--- src/rtl/uart_lease_scheduler.sv ---
// uart_lease_scheduler
//   Grants one of N_NODES requesters an exclusive lease on the shared UART.
//   Arbitration uses the highest request priority. Ties go to the first node
//   after the previous owner in circular order. A lease watchdog revokes an
//   owner that stays idle too long. The owner's data bytes are forwarded to
//   the UART, and IRQ bytes from the UART are routed to the owner. The
//   peripheral is held in reset (rst_sig = 0) whenever it has no owner.
//
// Ports
//   CLK            in   system clock, rising edge
//   RST_N          in   asynchronous active-low reset
//   in_op          in   op word per node, node k at [16k+15:16k]
//   in_peripheral  in   byte returned by the UART driver
//   out_peripheral out  byte to the UART driver
//   out_node       out  {owner_index+1, in_peripheral} to the owning node
//   grant          out  one-hot current owner, 0 when unowned
//   rst_sig        out  peripheral reset, 0 = held in reset
//   out_IRQ        out  per-node IRQ pulse
//   timeout        out  one-cycle pulse on forced lease revocation
//
// Optional feature macro: UART_AGING_EN
//   When defined, a waiting requester gains +1 effective priority for every
//   AGE_CYCLES cycles it waits, saturating at 15. The AGE_CYCLES parameter
//   exists only in that build.

module uart_lease_scheduler #(
  parameter int unsigned N_NODES      = 4,
  parameter logic [3:0]  TAG          = 4'hB,
  parameter int unsigned LEASE_CYCLES = 4096,
  parameter logic [7:0]  IRQ_CODE     = 8'h4E
`ifdef UART_AGING_EN
  ,
  parameter int unsigned AGE_CYCLES   = 256
`endif
) (
  input  logic                  CLK,
  input  logic                  RST_N,
  input  logic [16*N_NODES-1:0] in_op,
  input  logic [7:0]            in_peripheral,
  output logic [7:0]            out_peripheral,
  output logic [15:0]           out_node,
  output logic [N_NODES-1:0]    grant,
  output logic                  rst_sig,
  output logic [N_NODES-1:0]    out_IRQ,
  output logic                  timeout
);

  localparam int unsigned IDX_W = (N_NODES > 1) ? $clog2(N_NODES) : 1;
  localparam int unsigned CNT_W = (LEASE_CYCLES > 1) ? $clog2(LEASE_CYCLES) : 1;

  typedef enum logic [1:0] {
    S_IDLE   = 2'd0,
    S_SETUP  = 2'd1,
    S_LOCKED = 2'd2,
    S_DRAIN  = 2'd3
  } state_t;

  state_t             r_state;
  logic [IDX_W-1:0]   r_owner;
  logic [IDX_W-1:0]   r_last;
  logic [CNT_W-1:0]   r_cnt;

  logic [15:0]        w_op   [N_NODES];
  logic [N_NODES-1:0] w_ctrl;
  logic [N_NODES-1:0] w_req;
  logic [N_NODES-1:0] w_rel;
  logic [N_NODES-1:0] w_data;
  logic [3:0]         w_eff  [N_NODES];

  logic               w_win_valid;
  logic [IDX_W-1:0]   w_win_idx;
  logic [3:0]         w_win_prio;
  logic [IDX_W-1:0]   w_scan;

  // Index 'step' positions after 'base', wrapping at N_NODES.
  function automatic logic [IDX_W-1:0] rr_idx(input logic [IDX_W-1:0] base,
                                              input int               step);
    int v;
    v = int'(base) + step;
    if (v >= int'(N_NODES)) v = v - int'(N_NODES);
    return IDX_W'(v);
  endfunction

  // Per-node control-word decode.
  always_comb begin
    for (int k = 0; k < N_NODES; k++) begin
      w_op[k]   = in_op[16*k +: 16];
      w_ctrl[k] = (w_op[k][15:12] == 4'hF) && (w_op[k][11:8] == TAG);
      w_req[k]  = w_ctrl[k] && (w_op[k][7:4] == 4'h0) && (w_op[k][3:0] != 4'h0);
      w_rel[k]  = w_ctrl[k] && (w_op[k][7:0] == 8'hFF);
      w_data[k] = (w_op[k] != 16'h0000) && !w_ctrl[k];
    end
  end

`ifdef UART_AGING_EN
  localparam int unsigned AGE_W = (AGE_CYCLES > 1) ? $clog2(AGE_CYCLES) : 1;

  logic [AGE_W-1:0] r_age_cnt [N_NODES];
  logic [3:0]       r_age_lvl [N_NODES];
  logic [4:0]       w_sum     [N_NODES];

  // Effective priority = request priority + age level, saturating at 15.
  always_comb begin
    for (int k = 0; k < N_NODES; k++) begin
      w_sum[k] = {1'b0, w_op[k][3:0]} + {1'b0, r_age_lvl[k]};
      w_eff[k] = w_sum[k][4] ? 4'hF : w_sum[k][3:0];
    end
  end
`else
  // Effective priority is the raw request priority.
  always_comb begin
    for (int k = 0; k < N_NODES; k++) begin
      w_eff[k] = w_op[k][3:0];
    end
  end
`endif

  // Scan starts just after the last owner. A later node wins only on a
  // strictly higher priority, so ties keep the circular order.
  always_comb begin
    w_win_valid = 1'b0;
    w_win_idx   = '0;
    w_win_prio  = '0;
    w_scan      = '0;
    for (int i = 1; i <= int'(N_NODES); i++) begin
      w_scan = rr_idx(r_last, i);
      if (w_req[w_scan] && (!w_win_valid || (w_eff[w_scan] > w_win_prio))) begin
        w_win_valid = 1'b1;
        w_win_idx   = w_scan;
        w_win_prio  = w_eff[w_scan];
      end
    end
  end

  // Lease state machine with registered outputs.
  always_ff @(posedge CLK or negedge RST_N) begin
    if (!RST_N) begin
      r_state        <= S_IDLE;
      r_owner        <= '0;
      r_last         <= IDX_W'(N_NODES - 1);
      r_cnt          <= '0;
      out_peripheral <= '0;
      out_node       <= '0;
      grant          <= '0;
      rst_sig        <= 1'b0;
      out_IRQ        <= '0;
      timeout        <= 1'b0;
    end else begin
      out_IRQ <= '0;
      timeout <= 1'b0;
      case (r_state)
        S_IDLE: begin
          out_peripheral <= '0;
          out_node       <= '0;
          grant          <= '0;
          rst_sig        <= 1'b0;
          if (w_win_valid) begin
            r_owner <= w_win_idx;
            r_state <= S_SETUP;
          end
        end
        S_SETUP: begin
          grant   <= N_NODES'(1) << r_owner;
          rst_sig <= 1'b1;
          r_cnt   <= CNT_W'(LEASE_CYCLES - 1);
          r_state <= S_LOCKED;
        end
        S_LOCKED: begin
          if (in_peripheral == IRQ_CODE) begin
            out_IRQ <= N_NODES'(1) << r_owner;
          end
          // Release beats expiry. Data and keep-alive requests reload the
          // watchdog. Anything else from the owner counts as idle.
          if (w_rel[r_owner]) begin
            r_state <= S_DRAIN;
          end else if (w_data[r_owner]) begin
            out_peripheral <= w_op[r_owner][7:0];
            out_node       <= {8'(r_owner) + 8'd1, in_peripheral};
            r_cnt          <= CNT_W'(LEASE_CYCLES - 1);
          end else if (w_req[r_owner]) begin
            r_cnt <= CNT_W'(LEASE_CYCLES - 1);
          end else if (r_cnt == '0) begin
            timeout <= 1'b1;
            r_state <= S_DRAIN;
          end else begin
            r_cnt <= r_cnt - CNT_W'(1);
          end
        end
        S_DRAIN: begin
          out_peripheral <= '0;
          out_node       <= '0;
          grant          <= '0;
          rst_sig        <= 1'b0;
          r_last         <= r_owner;
          r_state        <= S_IDLE;
        end
        default: begin
          r_state <= S_IDLE;
        end
      endcase
    end
  end

`ifdef UART_AGING_EN
  // Age counters. A node ages only while it is requesting and does not own
  // the lease. The age clears on grant or when the request is dropped.
  always_ff @(posedge CLK or negedge RST_N) begin
    if (!RST_N) begin
      for (int k = 0; k < N_NODES; k++) begin
        r_age_cnt[k] <= '0;
        r_age_lvl[k] <= '0;
      end
    end else begin
      for (int k = 0; k < N_NODES; k++) begin
        if (!w_req[k] ||
            ((r_state == S_IDLE) && w_win_valid && (w_win_idx == IDX_W'(k))) ||
            ((r_state != S_IDLE) && (r_owner == IDX_W'(k)))) begin
          r_age_cnt[k] <= '0;
          r_age_lvl[k] <= '0;
        end else if (r_age_cnt[k] == AGE_W'(AGE_CYCLES - 1)) begin
          r_age_cnt[k] <= '0;
          if (r_age_lvl[k] != 4'hF) r_age_lvl[k] <= r_age_lvl[k] + 4'd1;
        end else begin
          r_age_cnt[k] <= r_age_cnt[k] + AGE_W'(1);
        end
      end
    end
  end
`endif

endmodule

--- config.mk ---
export PLATFORM = sky130hd
export DESIGN_NAME = uart_lease_scheduler
export DESIGN_NICKNAME = d
export VERILOG_FILES = /design/src/rtl/uart_lease_scheduler.sv
export SDC_FILE = /design/constraint.sdc
export NUM_CORES = 1
export LEC_CHECK = 0
export CORE_ASPECT_RATIO = 1.2
export CORE_MARGIN = 1
export CORE_UTILIZATION = 30
export DETAILED_ROUTE_END_ITERATION = 8
export GPL_TIMING_DRIVEN = 0
export PLACE_DENSITY_LB_ADDON = 0.3
export SKIP_LAST_GASP = 1
export SYNTH_ARGS = -nofsm -noshare
export SYNTH_HDL_FRONTEND = slang
export SYNTH_SLANG_ARGS = --single-unit
--- constraint.sdc ---
create_clock -name CLK -period 13.2 [get_ports CLK]
set_input_delay 1.32 -clock CLK [delete_from_list [all_inputs] [get_ports CLK]]
set_output_delay 1.32 -clock CLK [all_outputs]
set_load 0.03 [all_outputs]
After elaboration in Yosys (flattened, before gate mapping)
Cells that the tools add are included.
{"block": "totals", "reg_bits": 52, "latchBits": 0, "mem_bits_rw": 0, "rom_bits": 0, "inputBits": 74, "output_inout_bits": 34, "memories": 0}
{"block": "classes", "add_sub_neg": 10, "n_mul": 0, "n_div": 0, "magnitude_cmp": 17, "eq_ne": 23, "shifts": 1, "mux": 70, "bitwise_logic": 5, "reduce_logical": 55}
{"operator": "16-bit nonzero test", "count": 4}
{"operator": "4-bit two-way mux", "count": 13}
{"operator": "12-bit two-way mux", "count": 4}
{"operator": "16-bit binary-select mux with 2-bit select", "count": 1}
{"operator": "4-bit binary-select mux with 2-bit select", "count": 4}
{"operator": "4-bit == test (second input constant)", "count": 8}
{"operator": "8-bit == test (second input constant)", "count": 4}
{"operator": "16-bit two-way mux", "count": 2}
{"operator": "8-bit two-way mux", "count": 4}
{"operator": "16-bit one-hot mux with 2 select lines", "count": 1}
{"operator": "2-bit two-way mux", "count": 13}
{"operator": "3-bit >= comparator (second input constant)", "count": 8}
{"operator": "12-bit one-hot mux with 2 select lines", "count": 1}
{"operator": "1-bit logical AND", "count": 23}
{"operator": "4-bit zero test", "count": 4}
{"operator": "1-bit two-way mux", "count": 16}
{"operator": "8-bit one-hot mux with 2 select lines", "count": 1}
{"operator": "4-bit nonzero test", "count": 4}
{"operator": "2-bit by 3-bit < comparator with 1-bit output (second input constant)", "count": 5}
{"operator": "2-bit inverter with 3-bit output", "count": 5}
{"operator": "1-bit binary-select mux with 2-bit select", "count": 7}
{"operator": "4-bit > comparator", "count": 3}
{"operator": "12-bit zero test", "count": 1}
{"operator": "12-bit by 1-bit subtractor with 12-bit output (second input constant)", "count": 1}
{"operator": "other kinds (23)", "count": 44}

Depth between registers and ports, before layout
Gate-level depths: netlist of the first run.
{"block": "logic_depth", "depth_word": 22, "ltp_mapped": 33, "depth_no_buf": 31}

Worst setup path after synthesis of the first run
OpenSTA, ideal clock, no wires.
{"block": "synth_timing", "path_kind": "in2reg", "start": "in in_op[4]", "end": "reg r_owner[1]", "arrival_time_ns": 6.517, "required_time_ns": 13.079, "slack_ns": 6.562, "cell_stages": 30, "n_path_buf": 1, "path_cell_list": "nor4_1 -> and4_1 -> mux2i_2 -> mux2i_4 -> o221ai_1 -> a21o_1 -> ha_1 -> nand2_1 -> o21ai_0 -> o21ai_0 -> a21oi_4 -> mux2i_1 -> inv_1 -> ha_1 -> nor2b_1 -> o21a_1 -> o21a_1 -> o21ai_0 -> o21ai_0 -> nor2b_1 -> buf_2 -> mux2i_1 -> ha_1 -> a21oi_1 -> o21ai_0 -> a32oi_1 -> o211ai_1 -> a31oi_1 -> inv_1 -> o22a_1"}
{"block": "synth_via", "elab_chain_len": 19, "elab_cells_between_ends": 35, "classes_between": "order compare: 3; mux: 19; reduce/logical: 13"}
{"element": "start, declared", "line_no": "38", "rtl": "input logic [16*N_NODES-1:0] in_op,"}
{"element": "4-bit zero test *", "line_no": "89", "rtl": "w_req[k] = w_ctrl[k] && (w_op[k][7:4] == 4'h0) && (w_op[k][3:0] != 4'h0);"}
{"element": "1-bit logical AND * (2 in series)", "line_no": "89"}
{"element": "1-bit binary-select mux with 2-bit select", "line_no": "127", "rtl": "if (w_req[w_scan] && (!w_win_valid || (w_eff[w_scan] > w_win_prio))) begin"}
{"element": "1-bit two-way mux (implied by the code)", "line_no": "127"}
{"element": "4-bit two-way mux or 1-bit two-way mux (tied branches)", "line_no": "127"}
{"element": "4-bit > comparator or 1-bit zero test (tied branches)", "line_no": "127"}
{"element": "1-bit logical OR", "line_no": "127"}
{"element": "1-bit logical AND", "line_no": "127"}
{"element": "[... 2 more ...]"}
{"element": "1-bit logical OR", "line_no": "127"}
{"element": "1-bit logical AND", "line_no": "127"}
{"element": "4-bit two-way mux or 1-bit two-way mux (tied branches)", "line_no": "127"}
{"element": "4-bit > comparator or 1-bit zero test (tied branches)", "line_no": "127"}
{"element": "1-bit logical OR", "line_no": "127"}
{"element": "1-bit logical AND", "line_no": "127"}
{"element": "1-bit two-way mux", "line_no": "127"}
{"element": "2-bit AND reduction (no line)"}
{"element": "end signal, assigned", "line_no": "158", "rtl": "r_owner <= w_win_idx;"}
{"element": "end, declared", "line_no": "59", "rtl": "logic [IDX_W-1:0] r_owner;"}
Every way passes the cells marked *; elsewhere a longest branch is shown, timed or not. The select of a mux whose other input is x is not followed.
A chain may end at the register's enable or synchronous reset.

Final worst setup path of the first run
{"block": "layout_timing", "start": "in in_op[36]", "end": "reg r_owner[1]"}
Same word-level chain as after synthesis.

==> results of run 1 <==
-- layer usage --
layer  vias to the layer above  wire length [um]  share of wire
li1                       1989                 -              -
met1                      1970              5328           0.42
met2                       168              6401           0.50
met3                        28               668          0.052
met4                         0               363          0.028
met5                         -                 0              0
-- stage by stage --
stage	instances	cell area, um^2
2_1_floorplan	475	4119
3_3_place_gp	745	5350
3_5_place_dp	746	5365
4_1_cts	754	5522
5_1_grt	754	5522
6_report	754	5522
-- kinds of logic after synthesis --
| family | synth area share |
|---|---|
| compound gates | 0.1659 |
| xor+xnor | 0.008536 |
| fa+ha+maj | 0.06707 |
| buf+inv | 0.07012 |
| flops | 0.2872 |
| mux | 0.1381 |
| other cells | 0.0009138 |
| simple gates | 0.2622 |
-- state kept, by name, summed over array words and instances, names as in the netlist --
| signal | flops |
|---|---|
| out_IRQ | 4 |
| out_node | 11 |
| r_last | 2 |
| grant | 4 |
| out_peripheral | 8 |
| rst_sig | 1 |
| r_state | 2 |
| r_cnt | 12 |
| r_owner | 2 |
| timeout | 1 |
-- layout by cell type (no fill, tap or decap), drive strengths merged, types with 3 or more instances in the layout --
cell / synthesis / routed
nand3: 22 / 22
mux2: 4 / 4
nand2: 44 / 44
nand4b: 12 / 12
dfrtp: 45 / 45
a31oi: 6 / 6
a22oi: 4 / 4
o21ai: 51 / 51
buf: 15 / 17
or4: 4 / 4
nand4: 15 / 15
o211ai: 3 / 3
and3: 8 / 8
nor3: 8 / 8
xor2: 4 / 4
a211oi: 3 / 3
and4: 8 / 8
and2: 7 / 7
nand2b: 5 / 5
nor4: 18 / 18
nor2b: 5 / 5
clkbuf: 13 / 21
mux2i: 20 / 20
clkdlybuf4s50: 0 / 101
a311oi: 3 / 3
mux4: 13 / 13
conb: 1 / 5
ha: 22 / 22
a21oi: 22 / 22
inv: 37 / 37
nor2: 18 / 18
o21a: 6 / 6
and4b: 4 / 4
-- final timing paths --
check | slack, ns | endpoint | cells after the start | start
max in group asynchronous | 11.78 | out_node[6] | 2 | RST_N
worst min-delay path | 0.49 | r_cnt[8] | 1 | r_cnt[8]
min in group asynchronous | 0.94 | r_cnt[8] | 1 | RST_N
worst max register to register | 6.15 | r_owner[1] | 29 | r_last[0]
worst min register to register | 0.49 | r_cnt[8] | 1 | r_cnt[8]
worst max-delay path | 5.16 | r_owner[1] | 31 | in_op[36]
-- report_power, final --
| part | internal, uW | switching, uW | leakage [uW] |
|---|---|---|---|
| combinational | 162 | 256 | 0.00146 |
| sequential | 178 | 22.1 | 0.000556 |
| clock | 80.6 | 51.0 | 0.0000772 |
| total | 420 | 329 | 0.00209 |
-- cells in the mapped netlist, drive strengths merged (5+ instances only) --
master and number:
nor2 18, mux4 13, mux2i 20, and4 8
nand2b 5, nand4 15, nor4 18, and2 7
nand3 22, clkbuf 13, nand2 44, nor3 8
o21a 6, and3 8, ha 22, inv 37
buf 15, nand4b 12, dfrtp 45, nor2b 5
a21oi 22, a31oi 6, o21ai 51
-- layout make-up --
type,instances,share of cell area
multi-input combinational,362,0.4804
sequential,47,0.2135
timing repair buffer,103,0.1876
tap,168,0.03807
clock buffer,8,0.02833
buffer,28,0.02629
inverter,38,0.02583
==> metrics list, run 1 <==
- Routed wire length: 12.76 mm
- Row Count: 46
- Data required time at the worst endpoint: around 13 ns
- Clock input transition at the sequential cells of the worst setup and hold paths: around 0.060 ns
- Utilization after layout: 0.4153
* Max-Cap Viols: 0
- Max FO, Critical Path: 8
- Setup total negative slack: 0 ns
- Compared with the post-synthesis result, the final layout area differs by 34.54%.
- Tmin final: between 8 and 9 ns
* Number of buffers inserted by hold repair at cts: 0
- In this run the most used layer during global routing was met2.
- For this configuration, the core starts out at a cell density of 0.3087.
- Routing usage on met2: 0.3403
* Number of global-route vias before repair: 4234
* Async S/R FF share, synth: 1.000
* Routed via count divided by cell count: about 5.5
* Weighted congestion reported at the end of routability-driven placement: approximately 0.85
* Proportion of layout cells with a drive suffix above 1: 0.08703
- Across every metal layer, demand over resource in global routing totals 0.1872.
- Clock tree sinks: 47
- For met3 alone, demand over resource in global routing was 0.01998.
* DRT antenna net count: 0
- The clock tree synthesis step divided the H-tree into 2 levels.
- Inserted Diodes: 0
- The clock arrives with approximately 0.0054 ns of skew.
* Post-CTS Repair Setup Buffers: 0
- Power per cell area: roughly 140 mW/mm^2
- Startpoint kind of the worst setup timing path: input port
- Number of buffer and inverter instances along the worst setup path: 4
* Least setup slack across all paths after layout: 5.160 ns
- The share of the Yosys chip area taken by registers is 0.2872.
- The run finished with clean final reports.
* Clock tree from TritonCTS: done
- Data arrives at the worst endpoint at 8.21 ns.
- Count of cells resized by post-cts repair: 0
- The multi-input combinational cells in the finished layout cover a total of 0.002653 mm^2.
- Met1 capacity usage during global routing: 0.2213
- In the final design database the tool counted slightly below 700 nets.
- Final hold analysis gives a worst-case slack of approximately 0.49 ns.
* Most numerous cell on the critical path: sky130_fd_sc_hd__o21ai_0
- The final number of max-transition violations was 0.
* Aggregate global routing overflow: 0
- Prior to clock tree synthesis, the placed netlist has a worst setup slack of ~5 ns.
* Count of flip-flops with a built-in enable after synthesis: 0
* Slew Limit Headroom: 0.5079
- Cell taking the most area after synthesis: sky130_fd_sc_hd__dfrtp_1
* Die W: about 110 um
- Slew at the pin with the worst max-slew slack: ~0.73 ns
* Maximum count of clock buffers along a single path: 2
- Number of unique standard cell types used by synthesis: a little over 60
- Among all flip-flop cells after synthesis, the most frequent one is sky130_fd_sc_hd__dfrtp_1.
- Total clock buffers created by CTS: 5
- Fillcell total: ~1300
- Critical path type: in -> reg
- Summing every instance area after synthesis gives a little over 0.004 mm^2.
* Warnings from Yosys: 0
- Pleak: 0.002089 uW
* Vias post-DR: ~4200
- Final critical-path share of the clock period: 0.6091
- Dividing the synthesized area by the synthesized cell count gives 8.713 um^2.
* Maximum number of pins on one net before global-route repair: 34
* Number of input and output port buffers inserted: 102
* Gate count of the mapped netlist: 471
- DR DRC count: 0
- Number of design-rule violations left by the first detailed-router iteration: approximately 230
- In this design, the largest share of critical-path delay is due to compound AO/OA/AOI/OAI gates.
* Area share of the largest cell type after synthesis: 0.2744
* Hold crit path type: reg -> reg
- In the post-synthesis netlist, the biggest area contributors are sky130_fd_sc_hd__dfrtp_1 (27%), sky130_fd_sc_hd__mux4_2 (7.1%), sky130_fd_sc_hd__ha_1 (6.7%).
- The sequential cells in the finished layout cover a total of 0.001179 mm^2.
- The design draws approximately 750 uW.
- Clock latency on the worst-skew pair, taken at its later pin, is ~0.29 ns.
* Detailed Routing Iterations Pass 1: 5
- Setup repair after global routing left no endpoint under its margin.
- Dividing the detail-routed wire length by the instance count gives 16.92 um.
* Die H: about 130 um
- The first global-routing pass estimated 21.00 mm of wire.
- The number of hold-slack violations in the final timing report was 0.
* Flip-flop and latch count after synthesis: 47
* IO Count: 108
- HPWL after detailed placement: ~10 mm
- Setup violations remaining at the end of the flow were counted as 0.
- Fmax achieved: 124.4 MHz
* Worst Setup End Kind: flop
- The initial antenna violation count came to 0.
- The die covers roughly 0.014 mm^2.
* Area of the core region: ~0.013 mm^2
- Delay of the slowest critical-path stage: roughly 0.48 ns
- For this design, the slowest cell found on the critical path is sky130_fd_sc_hd__clkdlybuf4s50_1.
- The tree is rooted in a sky130_fd_sc_hd__clkbuf_16.
- The worst-case IR drop observed on VDD is 0.09685 mV.
Power figures use the tool's default switching activity.
==> inputs of run 2 (changes only) <==
==> constraint.sdc (replaced) <==
create_clock -name CLK -period 6.6 [get_ports CLK]
set_input_delay 0.66 -clock CLK [delete_from_list [all_inputs] [get_ports CLK]]
set_output_delay 0.66 -clock CLK [all_outputs]
set_load 0.03 [all_outputs]
==> run 2 against run 1 <==
Compared with the run above: combinational power up 110%; critical path depth unchanged; register-to-register slack lost 5.7 ns; power up 100%; first-iteration DRC count is 6.0% lower; die area unchanged; global-route usage increased by 0.57 points; worst setup slack got worse by 4.9 ns; cell area increased by 4.8%.
==> metrics list, run 2 (same netlist as run 1, synthesis figures left out) <==
- Result of the run: finished clean
- The first global-routing pass estimated 21.56 mm of wire.
- Routed wire length: between 10 and 15 mm
- Clock tree from TritonCTS: done
- Clock tree synthesis found a total of 47 sinks.
- Proportion of layout cells with a drive suffix above 1: 0.1330
* Number of global-route vias before repair: 4305
- On the worst path, the slowest cell contributes a delay of 0.51 ns.
* DRT antenna net count: 0
- The worst setup path is of the in -> reg kind.
- Slew at the pin with the worst max-slew slack: between 0.6 and 0.7 ns
* Effective utilization at floorplan: 0.3087
* Cell depth of the worst flop-to-flop path: 28
- In this run the worst path has a maximum fanout of 6.
* Instance area after placement: about 0.0054 mm^2
* Tmin final: between 6 and 7 ns
- In the layout the commonest cells are sky130_fd_sc_hd__clkdlybuf4s50_1 (71), sky130_fd_sc_hd__dfrtp_1 (45), sky130_fd_sc_hd__nand2_1 (43), sky130_fd_sc_hd__o21ai_0 (43), sky130_fd_sc_hd__inv_1 (36).
* Number of input and output port buffers inserted: just over 100
* Startpoint kind of the worst setup timing path: input port
* Max FFs per register: 12
- Inserted Diodes: 0
- Power per cell area: about 260 mW/mm^2
* Area of the core region: about 0.013 mm^2
- Die W: around 110 um
- Fmax achieved: approximately 160 MHz
- Clock input transition at the sequential cells of the worst setup and hold paths: around 0.06 ns
* Pleak: ~0.0024 uW
- Endpoints failing hold: 0
- Die area: 0.01415 mm^2
- The clock passes through at most 2 buffers.
- Across the run, the number of max-cap violations was 0.
- Number of levels the H-tree was split into: 2
- The congestion estimate from routability-driven global placement came to ~0.85.
* Final worst clock skew: 0.005229 ns
- Clock network latency to the later pin of the worst-skew pair: roughly 0.29 ns
- RSZ-0062 raised after global routing: false
- Across all layers, the routed design uses between 4000 and 5000 vias.
* Worst Setup End Kind: flop
- Fillcell total: 1326
- Total clock buffers created by CTS: 5
- Aggregate global routing overflow: 0
- Number of design-rule violations left by the first detailed-router iteration: between 200 and 250
* Data required time at the worst endpoint: 6.77 ns
- In the final routed layout, each cell accounts on average for about 17 um.
- VDD sags by at most 0.1935 mV.
- Across every metal layer, demand over resource in global routing totals 0.1929.
- For this design the top-level I/O count stands at about 110.
- Antenna violations before repair: 0
- After detailed routing, the number of remaining DRC violations is 0.
* Final instance area: a little under 0.006 mm^2
- Dividing the final minimum period by the clock period gives 0.9531.
- Critical Path AT: about 6.5 ns
* Most common library cell in the layout ignoring fill and taps: sky130_fd_sc_hd__clkdlybuf4s50_1
- Slew Limit Headroom: 0.5377
* Most flops, register: r_cnt
- The first detailed-routing pass ran for 5 iterations.
- Final-report setup violation count: 0
- In this run the worst hold path is classified as in -> async.
* Pwr Total: approximately 1500 uW
- Entering global routing, the biggest net connects 34 pins.
- Routed via count divided by cell count: 5.482
- Clock Root Buffer: sky130_fd_sc_hd__clkbuf_16
- Synth-to-layout area growth: 40.98%
- Number of buffers inserted by hold repair at cts: 0
- Final Max Slew Viols: 0
* Number of nets in the layout: between 600 and 700
* Row Count: 46
- The die is between 100 and 150 um tall.
- The slowest stage of the critical path is the sky130_fd_sc_hd__clkdlybuf4s50_1 cell.
- The HPWL after detailed placement is 10.44 mm.
* Leading registers by flop count: r_cnt x12, out_node x11, out_peripheral x8
==> run 2: cell count changes in the layout (fill, tap and decap cells not counted), moves of 4 or more <==
cell and change:
sky130_fd_sc_hd__clkdlybuf4s50_1 -30, sky130_fd_sc_hd__dlymetal6s2s_1 +29, sky130_fd_sc_hd__buf_4 +10, sky130_fd_sc_hd__o21ai_0 -5
sky130_fd_sc_hd__clkbuf_1 -4, sky130_fd_sc_hd__clkbuf_2 +4, sky130_fd_sc_hd__nor4_4 +4
==> run 2: stage by stage <==
| stage | util | cells | setup WS [ns] | setup TNS (ns) | hold slack, ns |
|---|---|---|---|---|---|
| 6_report | 0.4352 | 762 | 0.3094 | 0 | 0.2780 |
| 5_1_grt | 0.4352 | 762 | 0.01004 | 0 | 0.3002 |
| 4_1_cts | 0.4238 | 760 | 0.002139 | 0 | 0.2824 |
| 3_5_place_dp | 0.4035 | 746 | -1.007 | -1.928 | 0.4850 |
| 3_3_place_gp | 0.4024 | 745 | -0.9201 | -1.732 | 0.4695 |
| 2_1_floorplan | - | 475 | 0.6222 | 0 | 0.3644 |
==> run 2: power by group <==
group,switching (uW),internal [uW]
logic,531,334
clock network,102,161
registers,44.2,355
total,678,851
==> run 2: path summary, 6_finish.rpt <==
check | startpoint | to | slack (ns)
max | in_op[60] | r_owner[1] | 0.31
min | RST_N | r_cnt[8] | 0.28
min in group CLK | r_cnt[8] | r_cnt[8] | 0.49
max in group asynchronous | RST_N | out_node[6] | 5.84
min reg2reg | r_cnt[8] | r_cnt[8] | 0.49
max reg2reg | r_last[1] | r_owner[1] | 0.42
==> run 2: metal layers <==
layer	share of wire	global-route usage	vias to the layer above	wire, um
met2	0.51	0.3455	161	6622
met1	0.41	0.2272	1977	5390
met5	0	0	-	0
met4	0.034	0.09062	0	443
met3	0.050	0.02398	38	656
li1	-	-	2001	-
==> run 2: timing repair <==
item                       in CTS  in global routing
setup endpoints to repair       2                  2
pin swaps                       5                 15
setup buffers                   7                  3
gates resized for setup        18                 49
gates cloned                    0                  0
==> run 2: final cells by class <==
type | count | area (um^2) | share of cell area
Inverter | 38 | 142.6 | 0.02465
Sequential cell | 47 | 1179 | 0.2037
Timing Repair Buffer | 113 | 1182 | 0.2044
Tap cell | 168 | 210.2 | 0.03633
Multi-Input combinational cell | 362 | 2774 | 0.4795
Buffer | 26 | 141.4 | 0.02444
Clock buffer | 8 | 156.4 | 0.02703
==> run 2: critical path, delay by kind of cell <==
kind | cells | cell delay [ns]
AO/OA/AOI/OAI | 15 | 2.53
buffers and inverters | 4 | 0.77
AND/OR/NAND/NOR | 5 | 0.84
multiplexers | 4 | 0.74
adder cells (fa/ha/maj) | 3 | 0.93
==> inputs of run 3 (changes only) <==
--- a/config.mk
+++ b/config.mk
@@ -11,6 +11,7 @@
 export DETAILED_ROUTE_END_ITERATION = 8
 export GPL_TIMING_DRIVEN = 0
 export PLACE_DENSITY_LB_ADDON = 0.3
+export RECOVER_POWER = 25
 export SKIP_LAST_GASP = 1
 export SYNTH_ARGS = -nofsm -noshare
 export SYNTH_HDL_FRONTEND = slang
==> run 3 against run 2 <==
Compared with the run above: the run now ends with max-capacitance violations, max-slew violations left; combinational power about the same; register-to-register slack about the same; die area unchanged; worst setup slack got worse by 0.0083 ns; clock power about the same; clock skew about the same; largest cell class unchanged; largest power group unchanged; highest routed layer unchanged.
==> metrics list, run 3 (same netlist as run 1, synthesis figures left out) <==
- On the critical path the largest part of the delay comes from compound AO/OA/AOI/OAI gates.
- Result of the run: finished, violations left
- Leaving out fill and tap cells, the most frequent cell in the layout is sky130_fd_sc_hd__clkdlybuf4s50_1.
- Psw: ~680 uW
- In this design, the stage delay of the slowest critical-path cell is about 0.5 ns.
- The H-tree was split into 2 levels.
- Least setup slack across all paths after layout: roughly 0.3 ns
- Maximum vdd drop: just under 0.2 mV
- Antenna violations before repair: 0
- STA puts the critical path data arrival time at between 6 and 7 ns.
- Number of design-rule violations left by the first detailed-router iteration: between 200 and 250
- On the critical path, the stage with the largest delay is an instance of sky130_fd_sc_hd__clkdlybuf4s50_1.
* Number of input and output port buffers inserted: 102
* HPWL after detailed placement: roughly 10 mm
* Most frequent cells in the layout: sky130_fd_sc_hd__clkdlybuf4s50_1 (71), sky130_fd_sc_hd__dfrtp_1 (45), sky130_fd_sc_hd__nand2_1 (43), sky130_fd_sc_hd__o21ai_0 (43), sky130_fd_sc_hd__inv_1 (36)
* Critical path startpoint: in_op[60]
* Max FFs per register: 12
- Leading registers by flop count: r_cnt x12, out_node x11, out_peripheral x8
- Routed wire length: ~13 mm
- Die area: between 0.01 and 0.015 mm^2
- Maximum number of pins on one net before global-route repair: 34
- Fillcell total: roughly 1300
- Overall fraction of global-route tracks in use: 0.1929
- For this design the top-level I/O count stands at 108.
- The tightest hold path in the finished design has a slack of 0.4257 ns.
* Most flops, register: r_cnt
* Area of the core region: 0.01330 mm^2
* Utilization after layout: 0.4338
- Pleak: between 0.002 and 0.0025 uW
- The share of total power dissipated in combinational logic is 0.566.
- Clock tree from TritonCTS: done
- The critical path is of the in -> reg type.
* Register share of total power: 0.262
- In the routed design, unresolved DRC markers number 0.
- The tool flagged a number of max-cap violations equal to 1.
* Number of global-route vias before repair: 4305
- Number of buffer and inverter instances along the worst setup path: 4
- Detailed Routing Iterations Pass 1: 5
* Proportion of layout cells with a drive suffix above 1: 0.1296
- The later pin in the worst-skew pair is clocked with a latency of 0.29 ns.
- In this run the power density over the cells is about 260 mW/mm^2.
- Setup repair after global routing left no endpoint under its margin.
- Clock input transition at the sequential cells of the worst setup and hold paths: 0.06 ns
* Power Internal: approximately 850 uW
- Die H: 130.1 um
- Leaving out filler cells and counting taps, the final layout contains 762.
* Sequential cell area: 0.001179 mm^2
- Setup violations remaining at the end of the flow were counted as 0.
- The tree is rooted in a sky130_fd_sc_hd__clkbuf_16.
- In this run, post-CTS hold repair placed 0 buffers.
* Net Sw Frac: 0.4434
* Hold crit path type: in -> async
- Tmin final: roughly 6.3 ns
- Aggregate global routing overflow: 0
* Failing checks: max-capacitance violations, max-slew violations
- The final number of max-transition violations came to 34.
* Max FO, Critical Path: 6
- The detailed router placed 4169 vias in this run.
- Timing would allow up to 158.8 MHz.
* Worst Setup Slack post-DPL: -1.007 ns
* Synth-to-layout area growth: 40.55%
* Inserted Diodes: 0
- Final worst clock skew: just over 0.005 ns
* Die W: approximately 110 um
* Proportion of power drawn by the clock network: 0.173
* Total clock buffers created by CTS: 5
- Routed wire per std cell: 17.19 um
- The first global-routing pass estimated roughly 22 mm of wire.
- Row generation in the floorplan step produced 46 rows.
- The number of hold-slack violations in the final timing report was 0.
* Data required time at the worst endpoint: ~6.8 ns
- DRT antenna net count: 0
* Slew at the pin with the worst max-slew slack: ~1.8 ns
- Area of combinational cells with multiple inputs: about 0.0028 mm^2
* Instance area after placement: around 0.0054 mm^2
- The longest clock path from root to sink contains 2 buffers.
* Final critical-path share of the clock period: 0.9544
- Slew Limit Headroom: -0.1775
* Effective utilization at floorplan: 0.3087
* Startpoint kind of the worst setup timing path: input port
- Final instance area: around 0.0058 mm^2
- The congestion estimate from routability-driven global placement came to 0.8521.
* Worst Setup End Kind: flop
- Routed via count divided by cell count: between 5 and 6
* Number of placed instances with taps included: roughly 750
- The tree built by TritonCTS fans out to 47 sinks.
- Worst flop-to-flop path startpoint: r_last[1]
- The final layout contains approximately 690 nets.
## run 3: layer usage
layer  routed length [um]  GRT usage  vias to the layer above
li1                     -          -                     2004
met1                 5382     0.2272                     1963
met2                 6630     0.3455                      163
met3                  647    0.02398                       39
met4                  441    0.09062                        0
met5                    0          0                        -
## run 3: path summary, 6_finish.rpt
| check | endpoint | slack (ns) | cells past startpoint |
|---|---|---|---|
| max in group asynchronous | out_node[6] | 4.08 | 2 |
| min | r_cnt[8] | 0.43 | 1 |
| max reg2reg | r_owner[1] | 0.42 | 28 |
| min in group CLK | r_cnt[8] | 0.49 | 1 |
| min reg2reg | r_cnt[8] | 0.49 | 1 |
| max | r_owner[1] | 0.30 | 31 |
## run 3: power by group through the flow
| stage | clock [uW] | combinational (uW) | sequential [uW] |
|---|---|---|---|
| finish | 264 | 863 | 400 |
| global route | 284 | 956 | 407 |
| CTS | 272 | 852 | 400 |
| detailed placement | 0 | 836 | 405 |
| global placement | 0 | 819 | 402 |
| floorplan | 0 | 442 | 492 |
## run 3: what timing repair did
item,4_1_cts,5_1_grt
pin swaps,5,15
setup endpoints to repair,2,2
hold endpoints to repair,0,0
setup buffers,7,3
cloned,0,0
resized for setup,18,49
## run 3: through the flow
stage,TNS (ns),power [uW]
global placement,-1.732,1221
floorplan,0,934.7
detailed placement,-1.928,1240
CTS,0,1524
global route,0,1647
finish,0,1526
## run 3: layout make-up
| type | count | area share |
|---|---|---|
| Multi-Input combinational cell | 362 | 0.4809 |
| Timing Repair Buffer | 113 | 0.2020 |
| Clock buffer | 8 | 0.02711 |
| Sequential cell | 47 | 0.2043 |
| Buffer | 26 | 0.02451 |
| Tap cell | 168 | 0.03644 |
| Inverter | 38 | 0.02473 |
